<file path="src/rtl/tpu_pkg.sv">
// Shared TPU definitions: datapath widths used by the MAC cells
// and the weight feeder, plus the feeder's FSM state encoding.
package tpu_pkg;

    localparam int DATA_W = 8;
    localparam int ACC_W  = 32;

    typedef enum logic [1:0] {
        WF_IDLE,
        WF_LOAD,
        WF_FULL
    } wf_state_t;

endpackage

</file>
<file path="src/rtl/weight_feeder.sv">
// Weight feeder: takes a tile as ROWS row beats over valid/ready,
// shifts it into the array's shadow weights, then issues one swap.
// Ports:
//   clk, rst_n            clock, async active-low reset
//   clear                 sync abort of a partial/unswapped tile
//   in_valid/in_ready     row-beat handshake
//   in_data               row vector, column c at [8c+7:8c]
//   weight_col            to top-row cells' weight_in
//   load_weight           chain shifts one row this cycle
//   swap_weights          one-cycle pulse, cells swap buffers
//   swap_req              level request from the sequencer
//   tile_loaded           full tile waiting for swap
module weight_feeder
    import tpu_pkg::*;
#(
    parameter int ROWS = 4,
    parameter int COLS = 4
) (
    input  logic                   clk,
    input  logic                   rst_n,
    input  logic                   clear,
    input  logic                   in_valid,
    output logic                   in_ready,
    input  logic [COLS*DATA_W-1:0] in_data,
    output logic [COLS*DATA_W-1:0] weight_col,
    output logic                   load_weight,
    output logic                   swap_weights,
    input  logic                   swap_req,
    output logic                   tile_loaded
);

    localparam int CNT_W = (ROWS > 1) ? $clog2(ROWS) : 1;
    localparam logic [CNT_W-1:0] LAST = CNT_W'(ROWS - 1);

    wf_state_t        state;
    wf_state_t        state_d;
    logic [CNT_W-1:0] row_cnt;
    logic [CNT_W-1:0] row_cnt_d;
    logic             run;
    logic             accept;
    logic             load_d;
    logic             swap_d;

    // run keeps in_ready low in the first cycle after reset,
    // so IDLE is effectively entered one cycle after release.
    assign in_ready    = run && (state != WF_FULL);
    assign tile_loaded = (state == WF_FULL);
    assign accept      = in_valid && in_ready;

    always_ff @(posedge clk or negedge rst_n) begin
        if (!rst_n) begin
            state        <= WF_IDLE;
            row_cnt      <= '0;
            run          <= 1'b0;
            load_weight  <= 1'b0;
            swap_weights <= 1'b0;
            weight_col   <= '0;
        end else begin
            state        <= state_d;
            row_cnt      <= row_cnt_d;
            run          <= 1'b1;
            load_weight  <= load_d;
            swap_weights <= swap_d;
            if (load_d) begin
                weight_col <= in_data;
            end
        end
    end

    always_comb begin
        state_d   = state;
        row_cnt_d = row_cnt;
        load_d    = 1'b0;
        swap_d    = 1'b0;
        if (clear) begin
            // An accept in this cycle is dropped on purpose.
            state_d   = WF_IDLE;
            row_cnt_d = '0;
        end else begin
            unique case (state)
                WF_IDLE, WF_LOAD: begin
                    if (accept) begin
                        load_d = 1'b1;
                        if (row_cnt == LAST) begin
                            state_d   = WF_FULL;
                            row_cnt_d = '0;
                        end else begin
                            state_d   = WF_LOAD;
                            row_cnt_d = row_cnt + 1'b1;
                        end
                    end
                end
                WF_FULL: begin
                    // Leaving FULL here makes the pulse single
                    // even if swap_req stays high.
                    if (swap_req) begin
                        swap_d  = 1'b1;
                        state_d = WF_IDLE;
                    end
                end
                default: begin
                    state_d   = WF_IDLE;
                    row_cnt_d = '0;
                end
            endcase
        end
    end

    // Swap is only issued from FULL, loads only from IDLE/LOAD.
    swap_load_exclusive: assert property (
        @(posedge clk) disable iff (!rst_n)
        !(load_weight && swap_weights)
    );

endmodule

</file>
<file path="config.mk">
export PLATFORM = sky130hd
export DESIGN_NAME = weight_feeder
export DESIGN_NICKNAME = d
export VERILOG_FILES = /design/src/rtl/tpu_pkg.sv /design/src/rtl/weight_feeder.sv
export SDC_FILE = /design/constraint.sdc
export NUM_CORES = 1
export LEC_CHECK = 0
export ABC_AREA = 1
export CORE_AREA = 3 3 68 70
export DETAILED_ROUTE_END_ITERATION = 16
export DIE_AREA = 0 0 71 73
export GPL_TIMING_DRIVEN = 0
export HOLD_SLACK_MARGIN = 0.06
export PLACE_DENSITY_LB_ADDON = 0.05
export SYNTH_ARGS = -nofsm -noshare
export SYNTH_HDL_FRONTEND = slang
export SYNTH_SLANG_ARGS = --single-unit
</file>
<file path="constraint.sdc">
create_clock -name clk -period 2.8 [get_ports clk]
set_input_delay 0.84 -clock clk [delete_from_list [all_inputs] [get_ports clk]]
set_output_delay 0.84 -clock clk [all_outputs]
set_load 0.02 [all_outputs]
</file>
==> results of run 1 <==
==> layout make-up <==
class	count	area (um2)
tap	50	62.56
multi-input combinational	125	535.5
timing repair buffer	72	715.7
clock buffer	8	100.1
sequential	39	975.9
inverter	7	26.28
fill	376	1553
buffer	6	60.06
==> registers in the layout (all words and copies together), names as in the netlist <==
name,cells
state,2
load_weight,1
row_cnt,2
run,1
weight_col,32
swap_weights,1
==> worst paths after layout <==
check / startpoint / endpoint / slack (ns) / cells past startpoint
worst max-delay path: state[1] / in_ready / 0.37 / 4
worst min-delay path: weight_col[22] / weight_col[22] / 0.47 / 2
worst max register to register: state[1] / weight_col[13] / 1.53 / 7
worst min register to register: weight_col[22] / weight_col[22] / 0.47 / 2
max in group asynchronous: rst_n / weight_col[2] / 1.60 / 1
min in group asynchronous: rst_n / weight_col[16] / 0.67 / 1
==> metrics by stage <==
step                utilization, %  hold slack, ns  std cells
floorplan                        -          0.4459        177
detailed placement           58.98          0.4575        299
global route                 61.46          0.4861        307
CTS                          61.46          0.4752        307
global placement             59.10          0.4527        299
finish                       61.46          0.4689        307
==> critical path, delay by kind of cell, from the launching register on <==
family,cells,cell delay [ns]
buffers and inverters,2,0.75
DFF,1,0.41
and+or+nand+nor,2,0.15
==> cells by family after synthesis <==
| group | Yosys count | share of synthesized area, % |
|---|---|---|
| AND/OR/NAND/NOR | 122 | 32.18 |
| flip-flops | 39 | 61.08 |
| buffers and inverters | 13 | 5.402 |
| AO/OA/AOI/OAI | 1 | 0.3129 |
| adder cells (fa/ha/maj) | 1 | 0.7830 |
| other | 1 | 0.2347 |
==> power breakdown <==
group	leakage [nW]	internal [mW]	switching, mW
Sequential	0.491	0.648	0.0445
Combinational	0.686	0.220	0.216
Clock	0.0515	0.225	0.175
Total	1.23	1.09	0.436
==> routing by layer <==
| metal | global-route usage, % | share of wire (%) |
|---|---|---|
| met1 | 19.38 | 44 |
| met2 | 23.69 | 47 |
| met3 | 5.372 | 7.8 |
| met4 | 5.010 | 1.4 |
| met5 | 0 | 0 |
==> placed cells by master (no fill, tap or decap), types with 2 or more instances in the layout <==
cell type	instances
nand2_2	4
clkdlybuf4s50_1	71
inv_1	6
dfrtp_1	39
nand3_1	2
buf_6	2
nor2_4	3
clkbuf_8	7
nand3_2	2
nand2_1	104
nor2_1	4
buf_4	3
==> summary.md, run 1 <==
| Metric | Value |
|---|---|
| Status | finished clean |
| Setup Viol. Count Final | 0 |
| Fin crit period | 2.430 ns |
| Critical Path End Type | output port |
| CTS tree | built |
| Worst-margin pin slew | around 0.85 ns |
| Largest cells by area after synthesis | dfrtp_1, nand2_1, nor2_4 |
| Site Rows | 23 |
| Worst EP required | 1.96 ns |
| Post-Syn Area | 1598 um2 |
| Leading area contributor after synthesis | dfrtp_1 |
| Die Area | 5183 um2 |
| Port Buffers | 72 |
| Synth cell count leaders | nand2_1, dfrtp_1, inv_1 |
| Hold Vio Cnt, Final | 0 |
| Top Ports | between 70 and 80 |
| Cell with the most instances after synthesis | nand2_1 |
| Final Power | 1.529 mW |
| Final worst slack | 0.3703 ns |
| CP arrival | 1.59 ns |
| Post-synth top flop | dfrtp_1 |
| Fin crit share | 86.77% |
| RSZ-0062 raised after global routing | no |
| Iter 0 DRT Violations | 73 |
| Area Growth Syn to Fin | 54.97% |
| Avg Cell Area, Syn | between 9 and 10 um2 |
| Post-synth EDFFs | 0 |
| Setup CP Type | flip-flop to output port |
| Seq/Total Area, Yosys | slightly above 60% |
| Post-DRT Antenna Nets | 0 |
| CP Max Fanout | 4 |
| Hold Crit Class | flip-flop to flip-flop |
| Final Cell Area | 2476 um2 |
| Post-CTS sizing | 0 |
| Initial Util | 39.66% |
| Reg clk slew, reported paths | 0.07 ns |
| Worst setup SP type | flip-flop |
| PwrDens | 617.4 nW/um2 |
| Clock buffer depth | 2 |
| Core area | 4029 um2 |
| Mapped Nets | 215 |
| Placer Congestion | 0.7464 |
| Maximum VDD drop | 0.3240 mV |
| Crit-path cells | inv_1 > nor2_4 > nor2_4 > clkdlybuf4s50_1 |
| Dpl ws | 0.5599 ns |
| Routed WL | roughly 3.5 mm |
| Syn Inst Count | ~180 |
| Die Wd | about 71 um |
| Worst skew pair latency | about 0.28 ns |
| Vias in the first global route | 1,305 |
| Pin count of the biggest net entering global routing | 40 |
| Number of buffers created by CTS | 5 |
| Worst path max stage delay | 0.61 ns |
| Vias post-DR | ~1.3k |
| Crit path max-delay cell type | clkdlybuf4s50_1 |
| Post-synth cell types | 18 |
| Clock sinks | 39 |
| Die height | between 70 and 80 um |
| Warnings, synthesis | 0 |
| Root Driver | clkbuf_8 |
| N_diodes | 0 |
| Initial antenna violation count | 0 |
| Drt pass-1 iters | 4 |
| Synth top area share | about three fifths |
| GRT overflow | 0 |
| Final Max Slew Viols | 0 |
| Max-slew headroom | ~43% |
| CTS Hold Buffers Added | 0 |
| Maximum clock frequency | 0.4116 GHz |
| Max-cap viol count | 0 |
| Clk_skew | about 0.0026 ns |
| DRC | 0 |
| First-pass GRT wire length | 6.051 mm |
| Postcts setup bufs | 0 |
| Setup TNS Final | 0 ns |
| Total track usage | 15.04% |
| Share of cells above drive strength 1 | around 9.7% |
| Final net count | ~290 |
| Post-DP HPWL | 2.545 mm |
| Via density | 4.303 |
| CTS H-tree lvls | 2 |
| Area of placed instances | 2376 um2 |
| Yosys reg bits | 39 |
| LEAKAGE | between 1 and 1.5 nW |
| Asr flop ratio synth | 100.0% |
| DR WL/cell | ~11 um |
| Most numerous cell on the critical path | nor2_4 |
Power figures use the tool's default switching activity.
==> run 2, diff against run 1 <==
- PLACE_DENSITY: not set -> 0.84
- PLACE_DENSITY_LB_ADDON: 0.05 -> not set
- SLEW_MARGIN: not set -> 20
==> run 2 against run 1 <==
Clock skew is essentially flat. First-iteration DRC count down 27%. Via count increased by 5.1%. Global-route usage increased by 1.0 points. Hold slack gained 0.0018 ns. Wire length grew 7.4%. Register-to-register slack about the same. Clock power barely moved. Count of clock-buffer cells in the layout unchanged. Sequential power about the same. Design area grew 1.1%. Critical path depth is the same. Critical endpoint unchanged. Highest routed layer unchanged.
==> summary.md, run 2 (synthesized netlist as in run 1, its figures left out) <==
| Metric | Value |
|---|---|
| Status | finished clean |
| DRC | 0 (unchanged) |
| Top Ports | 73 (unchanged) |
| Internal power | 1.097 mW (+0.34%) |
| N_diodes | 0 (unchanged) |
| Routed WL | 3.770 mm (+7.4%) |
| Die Area | 5183 um2 (unchanged) |
| Port Buffers | 72 (unchanged) |
| Via density | 4.506 (+4.7%) |
| Share of cells above drive strength 1 | 10.08% (+0.35 points) |
| Post-DP HPWL | 2.941 mm (+16%) |
| Setup Viol. Count Final | 0 (unchanged) |
| Max-cap viol count | 0 (unchanged) |
| Root Driver | clkbuf_8 |
| CTS Hold Buffers Added | 0 (unchanged) |
| Clock power frac | 26.0% (about the same) |
| Worst setup SP type | flip-flop |
| Max FFs per register | 32 (unchanged) |
| Hold Crit Class | flip-flop to flip-flop |
| Maximum clock frequency | 0.4111 GHz (-0.12%) |
| Post-DRT Antenna Nets | 0 (unchanged) |
| Placed cell count | 300 (+0.33%) |
| PwrDens | 614.8 nW/um2 (-0.43%) |
| Multi-input gate area | 535.5 um2 (unchanged) |
| Maximum VDD drop | 0.3318 mV (+2.4%) |
| Vias in the first global route | 1,491 (+14%) |
| Util after Layout | 62.14% (+0.68 points) |
| Sw power | 0.4425 mW (+1.5%) |
| DR WL/cell | 12.24 um (+7.1%) |
| Hold Vio Cnt, Final | 0 (unchanged) |
| First-pass GRT wire length | 6.492 mm (+7.3%) |
| LEAKAGE | 1.241 nW (+1.0%) |
| Crit-path cells | inv_1 > nor2_4 > nor2_4 > clkdlybuf4s50_1 |
| Initial antenna violation count | 0 (unchanged) |
| Vias post-DR | 1,388 (+5.1%) |
| Most numerous cell on the critical path | nor2_4 |
| Placer Congestion | 0.7291 (-2.3%) |
| Top delay family on crit path | buffers and inverters |
| CP Max Fanout | 4 (unchanged) |
| CTS H-tree lvls | 2 (unchanged) |
| Final Power | 1.539 mW (+0.68%) |
| CP bufs+invs | 2 (unchanged) |
| Reg area | 975.9 um2 (unchanged) |
| Core area | 4029 um2 (unchanged) |
| Comb power frac | 28.8% (+0.2 points) |
| Pin count of the biggest net entering global routing | 23 (-43%) |
| Reg clk slew, reported paths | 0.07 ns (about the same) |
| Worst EP required | 1.96 ns (about the same) |
| Worst path max stage delay | 0.61 ns (about the same) |
| Fin crit period | 2.433 ns (+0.002883 ns) |
| Min Hold Slack | 0.4707 ns (+0.001760 ns) |
| Most common cell after layout, fill and taps aside | nand2_1 |
| GRT overflow | 0 (unchanged) |
| Die Wd | 71 um (unchanged) |
| Drt pass-1 iters | 4 (unchanged) |
| Final Non-Filler Cells | 308 (+0.33%) |
| Final Cell Area | 2504 um2 (+1.1%) |
| Largest Register | weight_col |
| Clock sinks | 39 (unchanged) |
| Regs by FF count | weight_col (32), row_cnt (2), state (2) |
| Postcts setup bufs | 0 (unchanged) |
| Clk_skew | 0.002949 ns (+0.0003846 ns) |
| Site Rows | 23 (unchanged) |
| Die height | 73 um (unchanged) |
| Final Max Slew Viols | 0 (unchanged) |
| Crit path max-delay cell type | clkdlybuf4s50_1 |
| Filler cells | 366 (-2.7%) |
| Flop pwr share | 45.2% (about the same) |
| CTS tree | built |
| Clock buffer depth | 2 (unchanged) |
| CP arrival | 1.59 ns (about the same) |
| Post-CTS sizing | 0 (unchanged) |
| Number of buffers created by CTS | 5 (unchanged) |
| Critical Path End Type | output port |
| Final net count | 295 (+0.34%) |
| Initial Util | 39.66% (unchanged) |
| Total track usage | 16.06% (+1.0 points) |
| Highest-count cells in the layout ignoring fill and taps | nand2_1, clkdlybuf4s50_1, dfrtp_1, clkbuf_8, inv_1 |
| Fin crit share | 86.88% (+0.10 points) |
| Setup CP Type | flip-flop to output port |
| Switching Share | 28.75% (+0.24 points) |
| Area of placed instances | 2404 um2 (+1.2%) |
| Iter 0 DRT Violations | 53 (-27%) |
| Worst skew pair latency | 0.28 ns (about the same) |
| Area Growth Syn to Fin | 56.70% |
| RSZ-0062 raised after global routing | no |
run 2: changes by cell type in the layout (fill, tap and decap cells not counted), sizes merged:
cell | before | now
buf | 7 | 8
run 2: cell type report:
class	instances	area share (%)
Inverter	7	1.049
Multi-Input combinational cell	125	21.39
Tap cell	50	2.499
Sequential cell	39	38.98
Clock buffer	8	3.998
Timing Repair Buffer	73	29.69
Buffer	6	2.399
run 2: power groups by stage:
stage          registers (mW)  clock network [mW]  logic, mW
6_report                0.696               0.400      0.443
5_1_grt                 0.708               0.442      0.482
4_1_cts                 0.697               0.417      0.451
3_5_place_dp            0.706                   0      0.450
3_3_place_gp            0.702                   0      0.436
2_1_floorplan           0.800                   0     0.0990
run 2: path summary, 6_finish.rpt:
| check | startpoint | endpoint | slack, ns | cells after the start |
|---|---|---|---|---|
| hold reg to reg | weight_col[11] | weight_col[11] | 0.47 | 2 |
| max in group asynchronous | rst_n | weight_col[29] | 1.84 | 2 |
| min in group asynchronous | rst_n | state[0] | 0.50 | 1 |
| setup / recovery | state[1] | in_ready | 0.37 | 4 |
| hold / removal | weight_col[11] | weight_col[11] | 0.47 | 2 |
| setup reg to reg | state[1] | weight_col[6] | 1.53 | 7 |
run 2: per-stage QoR:
stage,worst slack [ns],TNS (ns)
6_report,0.3674,0
2_1_floorplan,1.222,0
3_3_place_gp,-0.02465,-0.8924
3_5_place_dp,0.5376,0
4_1_cts,0.3502,0
5_1_grt,0.2706,0
run 2: worst reg2reg max path, cell delays in order (launching register included):
cell and delay [ns]:
dfrtp_1 0.40, inv_1 0.14, nor2_4 0.07, nor2_4 0.10
nand3_2 0.13, buf_4 0.21, nand2_1 0.07, nand2_1 0.05
run 2: per-layer routing:
layer  vias to the layer above  track usage, %  routed length, um
met4                         0           3.967                 26
li1                        693               -                  -
met3                         4           6.474                321
met1                       638           18.74               1567
met2                        53           27.70               1855
met5                         -               0                  0
==> run 3, diff against run 2 <==
- HOLD_SLACK_MARGIN: 0.06 -> not set
- SKIP_CTS_REPAIR_TIMING: not set -> 1
- SLEW_MARGIN: 20 -> 5
==> run 3 against run 2 <==
Count of clock-buffer cells in the layout stayed put. Die area stayed put. Global-route usage is 0.11 points lower. Cell count is 0.32% lower. Total power hardly changed. Fmax is 0.28% higher. Clock skew is 0.00093 ns higher. Non-clock buffer count is 1 lower. Flip-flop and latch count stayed put. Largest power group unchanged.
==> summary.md, run 3 (synthesized netlist as in run 1, its figures left out) <==
| Metric | Value |
|---|---|
| Port Buffers | 72 (unchanged) |
| Via density | 4.495 (-0.25%) |
| Die Wd | 71 um (unchanged) |
| Initial Util | 39.66% (unchanged) |
| Max FFs per register | 32 (unchanged) |
| Reg area | 975.9 um2 (unchanged) |
| Hold Crit Start | weight_col[14] |
| Top delay family on crit path | buffers and inverters |
| Vias post-DR | 1,380 (-0.58%) |
| DRC | 0 (unchanged) |
| LEAKAGE | 1.228 nW (-1.0%) |
| Worst R2R Start | state[1] |
| Site Rows | 23 (unchanged) |
| Final worst slack | 0.3743 ns (+0.006880 ns) |
| Post-DP HPWL | 2.840 mm (-3.4%) |
| Worst skew pair latency | 0.28 ns (about the same) |
| Root Driver | clkbuf_8 |
| GRT overflow | 0 (unchanged) |
| CP arrival | 1.59 ns (about the same) |
| Highest-count cells in the layout ignoring fill and taps | nand2_1, clkdlybuf4s50_1, dfrtp_1, clkbuf_8, inv_1 |
| Fin crit share | 86.63% (-0.25 points) |
| Util after Layout | 61.46% (-0.68 points) |
| Pin count of the biggest net entering global routing | 40 (+74%) |
| Routed WL | 3.729 mm (-1.1%) |
| Multi-input gate area | 535.5 um2 (unchanged) |
| First-pass GRT wire length | 6.506 mm (+0.22%) |
| CTS tree | built |
| Filler cells | 359 (-1.9%) |
| Maximum clock frequency | 0.4123 GHz (+0.28%) |
| Worst path max stage delay | 0.61 ns (about the same) |
| RSZ-0062 raised after global routing | no |
| Number of buffers created by CTS | 5 (unchanged) |
| Setup CP Type | flip-flop to output port |
| Worst EP required | 1.96 ns (about the same) |
| Critical path origin | state[1] |
| CP Max Fanout | 4 (unchanged) |
| N_diodes | 0 (unchanged) |
| Final Max Slew Viols | 0 (unchanged) |
| Dpl ws | 0.5431 ns (+0.005524 ns) |
| CTS H-tree lvls | 2 (unchanged) |
| Placer Congestion | 0.7291 (unchanged) |
| Reg clk slew, reported paths | 0.07 ns (about the same) |
| PwrDens | 621.2 nW/um2 (+1.1%) |
| Worst setup SP type | flip-flop |
| Largest Register | weight_col |
| Share of cells above drive strength 1 | 9.728% (-0.35 points) |
| Crit path max-delay cell type | clkdlybuf4s50_1 |
| Fin crit period | 2.426 ns (-0.006880 ns) |
| Min Hold Slack | 0.4734 ns (+0.002712 ns) |
| Die Area | 5183 um2 (unchanged) |
| Drt pass-1 iters | 4 (unchanged) |
| Maximum VDD drop | 0.3455 mV (+4.1%) |
| DR WL/cell | 12.15 um (-0.77%) |
| Most common cell after layout, fill and taps aside | nand2_1 |
| Max-slew headroom | 43.64% |
| Setup Viol. Count Final | 0 (unchanged) |
| Die height | 73 um (unchanged) |
| Hold Crit Class | flip-flop to flip-flop |
| Hold Vio Cnt, Final | 0 (unchanged) |
| Core area | 4029 um2 (unchanged) |
| Crit-path cells | inv_1 > nor2_4 > nor2_4 > clkdlybuf4s50_1 |
| Worst-margin pin slew | 0.8454 ns |
| Total track usage | 15.95% (-0.11 points) |
| Vias in the first global route | 1,467 (-1.6%) |
| Clock buffer depth | 2 (unchanged) |
| Final net count | 294 (-0.34%) |
| Clk_skew | 0.003877 ns (+0.0009272 ns) |
| Post-DRT Antenna Nets | 0 (unchanged) |
| Area Growth Syn to Fin | 54.97% |
| Iter 0 DRT Violations | 52 (-1.9%) |
| Top Ports | 73 (unchanged) |
| Status | finished clean |
| Regs by FF count | weight_col (32), row_cnt (2), state (2) |
| Max-cap viol count | 0 (unchanged) |
| CP bufs+invs | 2 (unchanged) |
| Initial antenna violation count | 0 (unchanged) |
| Clock sinks | 39 (unchanged) |
| Most numerous cell on the critical path | nor2_4 |
| Critical Path End Type | output port |
run 3: cell types whose count changed in the layout (fill, tap and decap cells not counted):
cell	previous run	this run
buf_16	1	0
run 3: power breakdown:
part / switching [mW] / internal (mW)
logic: 0.218 / 0.220
registers: 0.0482 / 0.648
clock network: 0.179 / 0.225
run 3: final timing paths:
path,end,slack (ns),cells after the start
min,weight_col[14],0.47,2
max in group asynchronous,weight_col[17],1.61,1
min reg2reg,weight_col[14],0.47,2
max,in_ready,0.37,4
max reg2reg,weight_col[6],1.53,7
min in group asynchronous,swap_weights,0.66,1
run 3: metrics by stage:
stage | power [mW] | area [um2] | std cells | TNS, ns
2_1_floorplan | 0.8986 | 1598 | 177 | 0
3_3_place_gp | 1.138 | 2381 | 299 | -0.8924
3_5_place_dp | 1.151 | 2376 | 299 | 0
4_1_cts | 1.562 | 2476 | 307 | 0
5_1_grt | 1.631 | 2476 | 307 | 0
6_report | 1.538 | 2476 | 307 | 0
run 3: worst reg2reg max path, delay by kind of cell (launching register included):
kind | cells | cell delay [ns]
and+or+nand+nor | 5 | 0.41
DFF | 1 | 0.40
buffers and inverters | 2 | 0.35
run 3: per-layer routing:
metal	up-vias	global-route usage [%]	wire, um
li1	685	-	-
met1	646	18.59	1534
met2	47	28.01	1891
met3	2	6.336	295
met4	0	3.132	8
met5	-	0	0
run 3: area by class of cell:
class	instances	share of cell area [%]
inverters	7	1.061
multi-input cells	125	21.63
plain buffers	6	2.425
clock buffers	8	4.042
flip-flops and latches	39	39.41
repair buffers	72	28.90
well taps	50	2.527
